==> src/rtl/binarize_thresh_ctrl.sv <==
// ----------------------------------------------------------------------------
// binarize_thresh_ctrl
// Threshold controller for a gray-to-binary stage. While a frame is active,
// every qualified pixel is summed and counted. At the frame end the sum and
// count go to a 12-step restoring divider, and accumulation of the next frame
// starts at once. The mean gray level, clamped to [MIN_TH, MAX_TH], becomes the
// new threshold. It is applied only while iFVAL is low, so a frame in flight
// never sees the threshold change.
//
// Ports
//   iCLK       clock, rising edge
//   iRST       asynchronous reset, active low
//   iFVAL      frame valid
//   iDVAL      pixel valid (qualifies iDATA while iFVAL=1)
//   iDATA      12-bit gray pixel
//   iMODE      0 = auto threshold, 1 = manual threshold
//   iMAN_TH    manual threshold value
//   oTHRESH    registered threshold
//   oTH_VALID  one-cycle pulse when an auto threshold is applied
//   oBUSY      division or pending update in progress
//   oDROP      sticky: a frame result was discarded (cleared by reset only)
// ----------------------------------------------------------------------------
module binarize_thresh_ctrl #(
    parameter logic [11:0] DEFAULT_TH = 12'd1047,
    parameter logic [11:0] MIN_TH     = 12'd256,
    parameter logic [11:0] MAX_TH     = 12'd3840,
    parameter int          CNT_W      = 21
) (
    input  logic        iCLK,
    input  logic        iRST,
    input  logic        iFVAL,
    input  logic        iDVAL,
    input  logic [11:0] iDATA,
    input  logic        iMODE,
    input  logic [11:0] iMAN_TH,
    output logic [11:0] oTHRESH,
    output logic        oTH_VALID,
    output logic        oBUSY,
    output logic        oDROP
);
    localparam int SUM_W = CNT_W + 12;

    typedef enum logic [1:0] {S_IDLE, S_DIV, S_PEND} state_t;

    state_t             state_q, state_d;
    logic               fval_q;
    logic               armed_q;    // iFVAL has been seen low since reset
    logic [SUM_W-1:0]   sum_q;
    logic [CNT_W-1:0]   cnt_q;
    logic               ovf_q;
    logic [SUM_W-1:0]   rem_q;
    logic [SUM_W-1:0]   dvs_q;      // divisor, pre-shifted by the current bit position
    logic [11:0]        quo_q;
    logic [3:0]         it_q;
    logic [11:0]        res_q;
    logic [11:0]        th_q;
    logic               thv_q;
    logic               drop_q;

    logic               frame_end;
    logic               pix_ok;
    logic               cnt_full;
    logic               start;
    logic               load_th;
    logic               ge;
    logic [11:0]        quo_clamped;

    // Frame end counts only after an iFVAL low has been seen since reset. A
    // frame already running when reset is released is therefore ignored.
    assign frame_end = armed_q & fval_q & ~iFVAL;
    assign pix_ok    = armed_q & iFVAL & iDVAL;
    assign cnt_full  = (cnt_q == {CNT_W{1'b1}});
    assign start     = frame_end & (state_q == S_IDLE) & (cnt_q != '0) & ~ovf_q & ~iMODE;
    assign ge        = (rem_q >= dvs_q);

    always_comb begin
        quo_clamped = quo_q;
        if (quo_q < MIN_TH)      quo_clamped = MIN_TH;
        else if (quo_q > MAX_TH) quo_clamped = MAX_TH;
    end

    // Next-state logic
    always_comb begin
        state_d = state_q;
        load_th = 1'b0;
        case (state_q)
            S_IDLE: if (start) state_d = S_DIV;
            S_DIV:  if (it_q == 4'd12) state_d = S_PEND;
            S_PEND: begin
                if (!iFVAL) begin
                    state_d = S_IDLE;
                    // In manual mode the result is silently discarded.
                    load_th = ~iMODE;
                end
            end
            default: state_d = S_IDLE;
        endcase
    end

    always_ff @(posedge iCLK or negedge iRST) begin
        if (!iRST) state_q <= S_IDLE;
        else       state_q <= state_d;
    end

    // Frame edge detection and pixel accumulation
    always_ff @(posedge iCLK or negedge iRST) begin
        if (!iRST) begin
            fval_q  <= 1'b0;
            armed_q <= 1'b0;
            sum_q   <= '0;
            cnt_q   <= '0;
            ovf_q   <= 1'b0;
        end else begin
            fval_q <= iFVAL;
            if (!iFVAL) armed_q <= 1'b1;
            if (frame_end) begin
                sum_q <= '0;
                cnt_q <= '0;
                ovf_q <= 1'b0;
            end else if (pix_ok) begin
                if (cnt_full) begin
                    ovf_q <= 1'b1;
                end else begin
                    sum_q <= sum_q + SUM_W'(iDATA);
                    cnt_q <= cnt_q + CNT_W'(1);
                end
            end
        end
    end

    // Restoring divider: one quotient bit per cycle, MSB first. The extra
    // cycle at it_q == 12 registers the clamped result on the way to PEND.
    always_ff @(posedge iCLK or negedge iRST) begin
        if (!iRST) begin
            rem_q <= '0;
            dvs_q <= '0;
            quo_q <= '0;
            it_q  <= '0;
            res_q <= '0;
        end else if (start) begin
            rem_q <= sum_q;
            dvs_q <= SUM_W'(cnt_q) << 11;
            quo_q <= '0;
            it_q  <= '0;
        end else if (state_q == S_DIV) begin
            if (it_q != 4'd12) begin
                if (ge) rem_q <= rem_q - dvs_q;
                quo_q <= {quo_q[10:0], ge};
                dvs_q <= dvs_q >> 1;
                it_q  <= it_q + 4'd1;
            end else begin
                res_q <= quo_clamped;
            end
        end
    end

    // Threshold output, valid pulse and drop flag
    always_ff @(posedge iCLK or negedge iRST) begin
        if (!iRST) begin
            th_q   <= DEFAULT_TH;
            thv_q  <= 1'b0;
            drop_q <= 1'b0;
        end else begin
            if (iMODE)        th_q <= iMAN_TH;
            else if (load_th) th_q <= res_q;
            thv_q <= load_th;
            if (frame_end && state_q != S_IDLE) drop_q <= 1'b1;
        end
    end

    assign oTHRESH   = th_q;
    assign oTH_VALID = thv_q;
    assign oBUSY     = (state_q != S_IDLE);
    assign oDROP     = drop_q;
endmodule

==> config.mk <==
export PLATFORM = sky130hd
export DESIGN_NAME = binarize_thresh_ctrl
export DESIGN_NICKNAME = d
export VERILOG_FILES = /design/src/rtl/binarize_thresh_ctrl.sv
export SDC_FILE = /design/constraint.sdc
export NUM_CORES = 1
export LEC_CHECK = 0
export CAP_MARGIN = 25
export CELL_PAD_IN_SITES_DETAIL_PLACEMENT = 1
export CELL_PAD_IN_SITES_GLOBAL_PLACEMENT = 2
export CORE_AREA = 5 5 188 135
export DETAILED_ROUTE_END_ITERATION = 6
export DIE_AREA = 0 0 193 140
export PLACE_DENSITY = 0.91
export SLEW_MARGIN = 30
export SYNTH_ARGS = -nofsm -noshare
export SYNTH_HDL_FRONTEND = slang
export SYNTH_SLANG_ARGS = --single-unit
export TNS_END_PERCENT = 10
==> constraint.sdc <==
create_clock -name iCLK -period 4.15 [get_ports iCLK]
set_input_delay 0.83 -clock iCLK [delete_from_list [all_inputs] [get_ports iCLK]]
set_output_delay 0.83 -clock iCLK [all_outputs]
set_load 0.02 [all_outputs]
==> flow_metrics.py <==
metrics = {
    "cts": {
        "numCtsBuffers": 17,
        "cts.sink_count": 166,
        "clock_latency_ns": 0.44,
        "postCtsHoldBufs": 0,
        "cts.reportedPaths.clkPinSlew_ns": 0.07,
        "cts_buffer_depth": 2,
        "ctsHtreeMaxLevel": 4,
        "resized_cells_post_cts": 0,
        "cts_tree": "yes",
        "clock_tree.root_cell": "sky130_fd_sc_hd__clkbuf_16",
        "cts_setup_buffers": 0,
    },
    "worst_setup_path": {
        "worst-path-buf-inv": 1,
        "critical_path.most_common_cell": "sky130_fd_sc_hd__a21o_1",
        "crit_required_ns": 4.45,
        "timing.critical_path.from": "iDATA[1]",
        "end_kind": "flip-flop",
        "cp_cell_sequence": "clkdlybuf4s50_1 -> ha_1 -> a21o_1 -> a21o_1 -> a2111oi_0 -> o311ai_0 -> o211ai_2 -> nor3_1 -> xnor2_1 -> nor2_1",
        "critical-path-top-delay-family": "compound AO/OA/AOI/OAI gates",
        "rr_startpoint": "dvs_q[6]",
        "cp_data_arrival_time_ns": 3.78,
        "reg2regPathDepth": 13,
        "crit-reg2reg-capture": "rem_q[10]",
        "slowest_stage": "sky130_fd_sc_hd__a2111oi_0",
        "r2r_slack_ns": 0.85,
        "crit_path_start_kind": "primary input",
        "critPathMaxStageDelay_ns": 0.79,
        "crit_path_max_fanout": 9,
        "worstSetupPathType": "in -> reg",
    },
    "floorplan": {
        "chipWidth_um": 193,
        "die_y_um": 140,
        "floorplan.rows": 47,
        "die_area_um2": 27020,
        "design.core.area_um2": 23350,
        "io_pins": 44,
        "effective_utilization_at_floorplan_pct": 41.27,
    },
    "yosys": {
        "synthesis.yosys.warnings": 0,
        "yosys_most_used_dff": "sky130_fd_sc_hd__dfrtp_1",
        "synth-async-reset-ratio_pct": 100.0,
        "netlist-cell-type-count": 68,
        "postSynthCellCount": 1043,
        "synth.yosys.seq_area_share_pct": 43.18,
        "synth-seq-cells": 166,
        "mappedNetlistNets": 1122,
        "synth_enable_flop_cells": 0,
        "synth_area_um2": 9634,
        "post_synth.cell_area_avg_um2": 9.237,
    },
    "grt": {
        "global_route.usage.total_pct": 20.99,
        "maximum_number_of_pins_on_one_net_before_global_route_repair": 64,
        "gr-total-overflow": 0,
        "grt_pass1_vias": 8237,
        "first_pass_grt_wire_length_mm": 45.59,
        "initial_antenna_violation_count": 0,
    },
    "power_and_ir_drop": {
        "cellPowerDensity_nw_per_um2": 825.4,
        "power.static_leakage_nw": 4.829,
        "ir_worst_vdd_mv": 0.3729,
        "p_total_w": 0.009040,
    },
    "drt": {
        "wire_per_inst_um": 19.53,
        "first_iter_violations": 469,
        "detail_route.drc_violations": 0,
        "firstDrtPassIters": 5,
        "final_antenna_net_count": 0,
        "vias": 8013,
        "drt_wl_total_mm": 27.32,
        "vias_per_cell": 5.728,
    },
    "sta": {
        "timing.final.max_slew_violations": 0,
        "rsz0062_at_grt": "false",
        "timing.clock.skew_ns": 0.01101,
        "fmax_mhz": 287.7,
        "post-route-worst-setup-slack_ns": 0.6736,
        "final_min_period_over_clock_period_pct": 83.77,
        "max-slew-margin-rel_pct": 41.87,
        "setup-violations-final": 0,
        "final.setup.tns_ns": 0,
        "final-hold-violation-count": 0,
        "hold_ws_ns": 0.3634,
        "finalWorstPathRequiredPeriod_ns": 3.476,
        "slew_at_the_pin_closest_to_its_max_slew_limit_ns": 0.8500,
    },
    "placed_design": {
        "number_of_buffers_inserted_by_port_buffering": 43,
        "placedCellCount": 1367,
        "gpl.final_weighted_congestion": 0.8926,
        "pre_cts_ws_ns": 0.2427,
        "detailed_place_hpwl_mm": 20.01,
    },
    "run": {
        "drv.max_cap_violation_count": 0,
    },
    "cells_and_area": {
        "antenna_cells_inserted": 0,
        "syn_to_final_growth_pct": 13.68,
        "drive_above_1_share_pct": 6.383,
        "design.final.nets": 1147,
        "final-instance-count-excl-fill": 1399,
    },
    "hold_path": {
        "hold_path_class": "in -> async",
    },
    "status": {
        "status": "completed",
    },
}
==> cell families after synthesis <==
family,after synthesis,share of synthesized area (%)
muxes,4,0.4545
buffers and inverters,119,4.909
DFF,166,43.18
adders and majority gates,50,6.649
AOI/OAI and AO/OA,311,21.83
and+or+nand+nor,324,16.70
xor gates and xnor gates,69,6.273
==> registers in the layout, indices dropped and copies added, names as in the netlist <==
signal	cells
oTH_VALID	1
it_q	4
sum_q	33
quo_q	12
state_q	2
cnt_q	21
oTHRESH	12
ovf_q	1
res_q	12
rem_q	33
fval_q	1
oDROP	1
armed_q	1
dvs_q	32
==> per-stage QoR <==
stage	cell area, um2	utilization [%]
2_1_floorplan	9634	-
3_3_place_gp	10390	44.50
3_5_place_dp	10390	44.50
4_1_cts	10950	46.89
5_1_grt	10950	46.91
6_report	10950	46.91
==> layout by cell type, fill, tap and decap left out, types with 22 or more instances in the layout <==
cell type / synthesis / routed
sky130_fd_sc_hd__a21o_1: 35 / 35
sky130_fd_sc_hd__a21oi_1: 57 / 57
sky130_fd_sc_hd__a22o_1: 22 / 22
sky130_fd_sc_hd__clkdlybuf4s50_1: 0 / 42
sky130_fd_sc_hd__dfrtp_1: 161 / 161
sky130_fd_sc_hd__ha_1: 48 / 48
sky130_fd_sc_hd__inv_1: 65 / 65
sky130_fd_sc_hd__nand2_1: 86 / 86
sky130_fd_sc_hd__nand3_1: 40 / 40
sky130_fd_sc_hd__nor2_1: 70 / 69
sky130_fd_sc_hd__o21ai_0: 74 / 74
sky130_fd_sc_hd__xnor2_1: 44 / 44
sky130_fd_sc_hd__xor2_1: 25 / 25
==> report_power, final <==
| group | switching, W | internal, W |
|---|---|---|
| registers | 0.000362 | 0.00208 |
| clock network | 0.000730 | 0.000805 |
| logic | 0.00298 | 0.00209 |
==> area by class of cell <==
class	instances	area, um2
Fill cell	2684	12390
Sequential cell	166	4160
Clock inverter	12	110.1
Timing Repair Buffer	60	571.8
Clock buffer	20	446.7
Multi-Input combinational cell	758	5021
Tap cell	318	397.9
Inverter	65	244.0
==> worst max path at each step <==
stage / to / slack, ns / cells past startpoint
after CTS: sum_q[23] / 0.73 / 10
after floorplan: sum_q[24] / 0.95 / 11
after global placement: sum_q[31] / 0.33 / 10
final: sum_q[23] / 0.67 / 10
after global routing: sum_q[31] / 0.50 / 10
after detailed placement: sum_q[23] / 0.24 / 10
==> synth_stat cells, types with 10 or more instances <==
cell type	count	area, um2
sky130_fd_sc_hd__a22oi_1	20	150.1
sky130_fd_sc_hd__nand4_1	12	75.07
sky130_fd_sc_hd__and3_1	14	87.58
sky130_fd_sc_hd__and2_1	13	81.33
sky130_fd_sc_hd__dfrtp_1	161	4029
sky130_fd_sc_hd__clkbuf_1	36	135.1
sky130_fd_sc_hd__xor2_1	25	219.0
sky130_fd_sc_hd__a21oi_1	57	285.3
sky130_fd_sc_hd__nor3_1	17	85.08
sky130_fd_sc_hd__inv_1	65	244.0
sky130_fd_sc_hd__or3_1	12	75.07
sky130_fd_sc_hd__ha_1	48	600.6
sky130_fd_sc_hd__nor2b_1	11	68.82
sky130_fd_sc_hd__nand2_1	86	322.8
sky130_fd_sc_hd__a21o_1	35	262.8
sky130_fd_sc_hd__o22ai_1	20	125.1
sky130_fd_sc_hd__o21a_1	10	75.07
sky130_fd_sc_hd__nor2_1	70	262.8
sky130_fd_sc_hd__o21ai_0	74	370.4
sky130_fd_sc_hd__a221o_1	13	130.1
sky130_fd_sc_hd__xnor2_1	44	385.4
sky130_fd_sc_hd__a22o_1	22	192.7
sky130_fd_sc_hd__buf_2	15	75.07
sky130_fd_sc_hd__nand3_1	40	200.2
==> routing by layer <==
layer	up-vias	GRT usage (%)	wire length, um
li1	3806	-	-
met1	4041	32.52	14080
met2	146	30.66	11840
met3	20	3.881	1100
met4	0	4.134	293
met5	-	0	0
No activity file was read; power rests on OpenSTA's default activity.
